**config.mk**
```make
export PLATFORM = sky130hd
export DESIGN_NAME = data_memory_controller
export DESIGN_NICKNAME = d
export VERILOG_FILES = /design/src/rtl/data_memory_controller_pkg.sv /design/src/rtl/data_memory_controller.sv
export SDC_FILE = /design/constraint.sdc
export NUM_CORES = 1
export LEC_CHECK = 0
export CORE_AREA = 10 10 177 179
export DETAILED_ROUTE_END_ITERATION = 8
export DIE_AREA = 0 0 187 189
export PLACE_DENSITY_LB_ADDON = 0.05
export SETUP_SLACK_MARGIN = 0.5
export SYNTH_ARGS = -nofsm -noshare
export SYNTH_HDL_FRONTEND = slang
export SYNTH_SLANG_ARGS = --single-unit
```
**constraint.sdc**
```tcl
create_clock -name clk -period 10.61 [get_ports clk]
set_clock_uncertainty 0.05 [all_clocks]
set_input_delay 2.122 -clock clk [delete_from_list [all_inputs] [get_ports clk]]
set_output_delay 2.122 -clock clk [all_outputs]
set_load 0.05 [all_outputs]
```
**src/rtl/data_memory_controller_pkg.sv**
```systemverilog
// Shared widths, op codes and IO addresses for the data memory controller.
// Also provides access-length and load-extension helpers.
package data_memory_controller_pkg;

    localparam int XLEN           = 32;
    localparam int INST_OP_WIDTH  = 6;
    localparam int ROB_SIZE_WIDTH = 4;

    localparam logic [INST_OP_WIDTH-1:0] OP_LB  = 6'd0;
    localparam logic [INST_OP_WIDTH-1:0] OP_LH  = 6'd1;
    localparam logic [INST_OP_WIDTH-1:0] OP_LW  = 6'd2;
    localparam logic [INST_OP_WIDTH-1:0] OP_LBU = 6'd3;
    localparam logic [INST_OP_WIDTH-1:0] OP_LHU = 6'd4;
    localparam logic [INST_OP_WIDTH-1:0] OP_SB  = 6'd5;
    localparam logic [INST_OP_WIDTH-1:0] OP_SH  = 6'd6;
    localparam logic [INST_OP_WIDTH-1:0] OP_SW  = 6'd7;

    localparam logic [XLEN-1:0] IO_ADDR_0 = 32'h0003_0000;
    localparam logic [XLEN-1:0] IO_ADDR_1 = 32'h0003_0004;

    // Number of bytes moved on the bus for an op.
    function automatic logic [2:0] op_len(input logic [INST_OP_WIDTH-1:0] op);
        case (op)
            OP_LB, OP_LBU, OP_SB: op_len = 3'd1;
            OP_LH, OP_LHU, OP_SH: op_len = 3'd2;
            default:              op_len = 3'd4;
        endcase
    endfunction

    function automatic logic [XLEN-1:0] extend_load(
        input logic [INST_OP_WIDTH-1:0] op,
        input logic [XLEN-1:0]          raw
    );
        case (op)
            OP_LB:   extend_load = {{24{raw[7]}}, raw[7:0]};
            OP_LH:   extend_load = {{16{raw[15]}}, raw[15:0]};
            OP_LBU:  extend_load = {24'd0, raw[7:0]};
            OP_LHU:  extend_load = {16'd0, raw[15:0]};
            default: extend_load = raw;
        endcase
    endfunction

    function automatic logic is_io(input logic [XLEN-1:0] addr);
        is_io = (addr == IO_ADDR_0) || (addr == IO_ADDR_1);
    endfunction

endpackage

```
**src/rtl/data_memory_controller.sv**
```systemverilog
// Byte-serial memory controller: serialises loads, committed stores and
// instruction fetches onto the 8-bit RAM/IO bus (store > load > fetch).
// Ports:
//   clk, rst (async, active-high), rdy (global enable), flush, io_buffer_full
//   lsb_mem_*      : load request pulse (op/addr/id)
//   rob_mem_*      : committed store pulse (op/addr/data)
//   if_enable/addr : fetch request, level until if_ready
//   mem_busy       : combinational busy for requesters
//   mem_data_ready/mem_data/mem_id : registered load broadcast
//   if_ready/if_inst               : registered fetch result
//   mem_din/mem_dout/mem_a/mem_wr  : RAM bus (mem_wr=1 writes)
module data_memory_controller
    import data_memory_controller_pkg::*;
#(
    parameter int RAM_LATENCY = 1
) (
    input  logic                      clk,
    input  logic                      rst,
    input  logic                      rdy,
    input  logic                      flush,
    input  logic                      io_buffer_full,

    input  logic                      lsb_mem_enable,
    input  logic [INST_OP_WIDTH-1:0]  lsb_mem_op,
    input  logic [XLEN-1:0]           lsb_mem_addr,
    input  logic [ROB_SIZE_WIDTH-1:0] lsb_mem_id,

    input  logic                      rob_mem_enable,
    input  logic [INST_OP_WIDTH-1:0]  rob_mem_op,
    input  logic [XLEN-1:0]           rob_mem_addr,
    input  logic [XLEN-1:0]           rob_mem_data,

    input  logic                      if_enable,
    input  logic [XLEN-1:0]           if_addr,

    output logic                      mem_busy,
    output logic                      mem_data_ready,
    output logic [XLEN-1:0]           mem_data,
    output logic [ROB_SIZE_WIDTH-1:0] mem_id,

    output logic                      if_ready,
    output logic [XLEN-1:0]           if_inst,

    input  logic [7:0]                mem_din,
    output logic [7:0]                mem_dout,
    output logic [XLEN-1:0]           mem_a,
    output logic                      mem_wr
);

    typedef enum logic [2:0] {
        IDLE,
        LOAD,
        STORE,
        STORE_WAIT,
        FETCH
    } state_t;

    localparam logic [2:0] LAT = 3'(RAM_LATENCY);

    state_t                    state;
    logic [2:0]                cnt;
    logic [2:0]                len;
    logic [INST_OP_WIDTH-1:0]  op_q;
    logic [XLEN-1:0]           addr_q;
    logic [XLEN-1:0]           data_q;
    logic [ROB_SIZE_WIDTH-1:0] id_q;
    logic [XLEN-1:0]           rd_buf;
    logic                      wr_q;

    logic                      pend_valid;
    logic [INST_OP_WIDTH-1:0]  pend_op;
    logic [XLEN-1:0]           pend_addr;
    logic [ROB_SIZE_WIDTH-1:0] pend_id;

    logic                      take_pend;
    logic [INST_OP_WIDTH-1:0]  ld_op;
    logic [XLEN-1:0]           ld_addr;
    logic [ROB_SIZE_WIDTH-1:0] ld_id;
    logic [2:0]                cnt_nxt;
    logic [1:0]                cap_idx;
    logic                      cap_en;
    logic                      done;
    logic [XLEN-1:0]           asm_word;

    // In LOAD/FETCH, cnt counts addresses issued; the byte on mem_din
    // belongs to the address issued RAM_LATENCY cycles earlier.
    always_comb begin
        take_pend = pend_valid && !flush;
        ld_op     = take_pend ? pend_op   : lsb_mem_op;
        ld_addr   = take_pend ? pend_addr : lsb_mem_addr;
        ld_id     = take_pend ? pend_id   : lsb_mem_id;
        cnt_nxt   = cnt + 3'd1;
        cap_idx   = 2'(cnt - LAT);
        cap_en    = cnt >= LAT;
        done      = cnt == (len + LAT - 3'd1);
        asm_word  = rd_buf;
        asm_word[{cap_idx, 3'b000} +: 8] = mem_din;
    end

    assign mem_busy = (state != IDLE) || pend_valid ||
                      lsb_mem_enable || rob_mem_enable;

    // Bus is held while stalled, but a write must not repeat.
    assign mem_wr = wr_q && rdy;

    always_ff @(posedge clk or posedge rst) begin
        if (rst) begin
            state          <= IDLE;
            cnt            <= 3'd0;
            len            <= 3'd0;
            op_q           <= '0;
            addr_q         <= '0;
            data_q         <= '0;
            id_q           <= '0;
            rd_buf         <= '0;
            wr_q           <= 1'b0;
            pend_valid     <= 1'b0;
            pend_op        <= '0;
            pend_addr      <= '0;
            pend_id        <= '0;
            mem_a          <= '0;
            mem_dout       <= '0;
            mem_data_ready <= 1'b0;
            mem_data       <= '0;
            mem_id         <= '0;
            if_ready       <= 1'b0;
            if_inst        <= '0;
        end else if (rdy) begin
            mem_data_ready <= 1'b0;
            if_ready       <= 1'b0;

            // A load that cannot start now waits in the pending slot.
            if (flush) begin
                pend_valid <= 1'b0;
            end else if (lsb_mem_enable &&
                         (state != IDLE || rob_mem_enable)) begin
                pend_valid <= 1'b1;
                pend_op    <= lsb_mem_op;
                pend_addr  <= lsb_mem_addr;
                pend_id    <= lsb_mem_id;
            end

            case (state)
                IDLE: begin
                    cnt <= 3'd0;
                    if (rob_mem_enable) begin
                        op_q   <= rob_mem_op;
                        addr_q <= rob_mem_addr;
                        data_q <= rob_mem_data;
                        len    <= op_len(rob_mem_op);
                        if (is_io(rob_mem_addr) && io_buffer_full) begin
                            state <= STORE_WAIT;
                        end else begin
                            state    <= STORE;
                            mem_a    <= rob_mem_addr;
                            wr_q     <= 1'b1;
                            mem_dout <= rob_mem_data[7:0];
                        end
                    end else if (take_pend || lsb_mem_enable) begin
                        state  <= LOAD;
                        op_q   <= ld_op;
                        addr_q <= ld_addr;
                        id_q   <= ld_id;
                        len    <= op_len(ld_op);
                        mem_a  <= ld_addr;
                        if (take_pend) pend_valid <= 1'b0;
                    end else if (if_enable && !flush) begin
                        state  <= FETCH;
                        addr_q <= if_addr;
                        len    <= 3'd4;
                        mem_a  <= if_addr;
                    end
                end

                STORE_WAIT: begin
                    if (!io_buffer_full) begin
                        state    <= STORE;
                        cnt      <= 3'd0;
                        mem_a    <= addr_q;
                        wr_q     <= 1'b1;
                        mem_dout <= data_q[7:0];
                    end
                end

                STORE: begin
                    if (cnt == len - 3'd1) begin
                        wr_q <= 1'b0;
                        cnt  <= 3'd0;
                        // Chain straight into a load that arrived with the store.
                        if (take_pend) begin
                            state      <= LOAD;
                            op_q       <= ld_op;
                            addr_q     <= ld_addr;
                            id_q       <= ld_id;
                            len        <= op_len(ld_op);
                            mem_a      <= ld_addr;
                            pend_valid <= 1'b0;
                        end else begin
                            state <= IDLE;
                            mem_a <= '0;
                        end
                    end else begin
                        cnt      <= cnt_nxt;
                        mem_a    <= addr_q + XLEN'(cnt_nxt);
                        mem_dout <= data_q[{cnt_nxt[1:0], 3'b000} +: 8];
                    end
                end

                LOAD, FETCH: begin
                    if (flush) begin
                        state <= IDLE;
                        cnt   <= 3'd0;
                        mem_a <= '0;
                    end else begin
                        if (cap_en) rd_buf <= asm_word;
                        if (done) begin
                            state <= IDLE;
                            cnt   <= 3'd0;
                            mem_a <= '0;
                            if (state == LOAD) begin
                                mem_data       <= extend_load(op_q, asm_word);
                                mem_id         <= id_q;
                                mem_data_ready <= 1'b1;
                            end else begin
                                if_inst  <= asm_word;
                                if_ready <= 1'b1;
                            end
                        end else begin
                            cnt <= cnt_nxt;
                            if (cnt_nxt < len) begin
                                mem_a <= addr_q + XLEN'(cnt_nxt);
                            end
                        end
                    end
                end

                default: state <= IDLE;
            endcase
        end
    end

endmodule

```
==> flow_summary.json <==
{
  "status": "finished, final reports clean",
  "overflow": 0,
  "clk_root_buffer_cell": "clkbuf_16",
  "grt_pass1_wl_mm": 72.7,
  "synthArstFlopShare_pct": 100,
  "first_global_vias": 12900,
  "worstHoldStart": "mem_data_ready",
  "cp.arrival_ns": 4.03,
  "cp_common_cell": "clkdlybuf4s50_1",
  "postCtsHoldBufs": 0,
  "syn-cell-area_sq_um": 14500,
  "drtIter0Drc": 1167,
  "ff2ff_setup_slack_ns": 6.04,
  "die_x_um": 187,
  "timing.final.ws_setup_ns": 4.40,
  "fin_crit_ns": 6.21,
  "start_util_pct": 52.3,
  "power_density_nw_per_um2": 317,
  "port_buffers": 271,
  "yosys_register_bits": 269,
  "ys.flop_type": "dfrtp_1",
  "multi_input_area_sq_um": 7250,
  "areaGrowthSynthToFinish_pct": 28.3,
  "rsz0062_at_grt": "no",
  "hold_viol": 0,
  "post-route-period-util_pct": 58.5,
  "htreeDepth": 1,
  "antenna_found_initial": 5,
  "vias_per_cell": 6.15,
  "synth_common_cells": "269 x dfrtp_1, 164 x a21oi_1, 119 x nor2_1",
  "track_usage_pct": 25.2,
  "clk_latency_ns": 0.56,
  "start_kind": "primary input",
  "n_fill_cell": 2217,
  "slew_headroom_pct": 28.8,
  "synthMostInstantiatedCell": "dfrtp_1",
  "final_nets": 1847,
  "ant_nets": 0,
  "clockBufferDepth": 3,
  "avgSynthCellArea_sq_um": 9.88,
  "seq_area_sq_um": 6730,
  "dp_hpwl_mm": 31.0,
  "holdPathStages": 1,
  "num_rows": 61,
  "numCtsBuffers": 30,
  "synth_edf_count": 0,
  "power_leakage_nw": 7.88,
  "timing.fmax_mhz": 161,
  "pre_cts_slack_ns": 4.45,
  "crit-reg2reg-launch": "cnt[0]",
  "r2r_end": "mem_a[7]",
  "drc": 0,
  "chipHeight_um": 189,
  "path_cells": "clkdlybuf4s50_1 -> buf_4 -> or3_1 -> clkdlybuf4s50_1",
  "ioPinCount": 272,
  "cp_max_fo": 33,
  "ir_drop_uv": 180,
  "drive_above_1_share_pct": 13.3,
  "min_to": "mem_data_ready",
  "yosys.cell_types.count": 64,
  "ctsResizeCount": 0,
  "post_cts_buffers": 0,
  "cts_tree": "yes",
  "cts.sinks": 269,
  "worst_setup_path_end_kind": "primary output",
  "vias": 12800,
  "yosys_warnings": 0,
  "crit_slowest_cell": "clkdlybuf4s50_1",
  "grt_max_degree": 137,
  "hold_path.class": "flip-flop to flip-flop",
  "wl_per_cell_um": 22.2,
  "drt_wl_total_mm": 46.2,
  "clk_pin_slew_ns": 0.06,
  "dr.pass1.iters": 5,
  "cp.required_ns": 8.44,
  "coreArea_sq_um": 27600,
  "slowest_delay_ns": 0.82,
  "critPathKind": "primary input to primary output",
  "setup_viol": 0,
  "synth_cells": 1463,
  "worst_slew_pin_slew_ns": 1.06,
  "synth_top_area_share_pct": 46.6,
  "slew_violations": 0,
  "setup_tns_ns": 0,
  "synth_seq_area_share_pct": 46.6,
  "die_area_sq_um": 35300,
  "reg2reg_depth": 10,
  "synth_area_leaders": "dfrtp_1 47%, mux2_2 7.8%, a21oi_1 5.7%",
  "synth.net_count": 1637,
  "finalWeightedCongestion": 0.869,
  "synth_largest_area_cell": "dfrtp_1",
  "maxCapViolations": 0
}
-- layer usage --
metal / vias to the layer above / GRT usage (%) / part of all wire (%)
li1: 5804 / - / -
met1: 6295 / 34.4 / 43
met2: 586 / 37.8 / 45
met3: 103 / 6.52 / 9.1
met4: 2 / 9.34 / 3.2
met5: - / 0 / 0.028
-- sequential cells by signal, indices dropped and copies added (netlist names), 6 cells and up --
name / flops
addr_q: 32
data_q: 32
mem_data: 32
op_q: 6
pend_addr: 32
if_inst: 32
pend_op: 6
mem_dout: 8
rd_buf: 32
mem_a: 32
-- per-stage QoR --
step                      hold WS, ns  instances  util [%]  power, mW  instance area [sq um]
final                           0.427       2079      67.1       5.89                  18500
after global routing            0.459       2078      67.1       6.21                  18500
after CTS                       0.432       2074      67.0       5.89                  18500
after detailed placement        0.418       2019      63.0       4.70                  17400
after global placement          0.412       2019      63.0       4.63                  17400
after floorplan                 0.408       1463         -       3.80                  14500
-- layout by cell type, fill, tap and decap left out, types with 5 or more instances in the layout --
master and count:
a211oi_1 30, a21o_1 33, a21oi_1 163, a21oi_4 11
a221oi_1 31, a22o_1 41, a311oi_1 23, a31oi_1 12
and2_1 7, and3_1 31, buf_4 18, bufinv_16 7
clkbuf_16 31, clkbuf_8 5, clkdlybuf4s50_1 270, clkinv_2 5
dfrtp_1 269, diode_2 5, ha_1 13, inv_1 19
mux2_2 100, mux2i_1 21, mux4_2 8, nand2_1 113
nand2b_1 6, nand3_1 17, nand4_1 15, nor2_1 116
nor2b_1 36, nor3_1 34, nor4_1 10, o211ai_1 11
o21a_1 10, o21ai_0 54, o31a_1 6, or2_2 17
xnor2_1 7, xor2_1 27
-- final cells by class --
class,instances,area share (%)
antenna,5,0.0675
clock buffer,38,4.60
clock inverter,17,1.48
inverter,20,0.445
multi-input combinational,1062,39.1
sequential,269,36.3
tap,378,2.55
timing repair buffer,290,15.4
-- where the power goes --
part	switching [mW]	total (mW)	internal (mW)
combinational	1.73	2.85	1.12
sequential	0.371	1.86	1.49
clock	0.440	1.18	0.736
-- logic make-up after synthesis --
logic type	count (synthesis)	synth area share [%]
AO/OA/AOI/OAI	447	20.9
AND/OR/NAND/NOR	437	14.9
buffers and inverters	132	3.71
flip-flops	269	46.6
XOR/XNOR	35	2.22
adder cells (fa/ha/maj)	14	1.26
multiplexers	129	10.5
-- critical path, delay by kind of cell --
kind / cells / cell delay, ns
buffers and inverters: 3 / 1.67
AND/OR/NAND/NOR: 1 / 0.23
-- worst max-delay path by stage --
stage	from	endpoint	slack (ns)	depth (start not counted)
final	lsb_mem_enable	mem_busy	4.40	4
after global routing	lsb_mem_enable	mem_busy	4.34	4
after CTS	lsb_mem_enable	mem_busy	4.44	4
after detailed placement	lsb_mem_enable	mem_busy	4.45	4
after global placement	lsb_mem_enable	mem_busy	4.44	4
after floorplan	rst	addr_q[0]	1.03	1
Power figures use the tool's default switching activity.
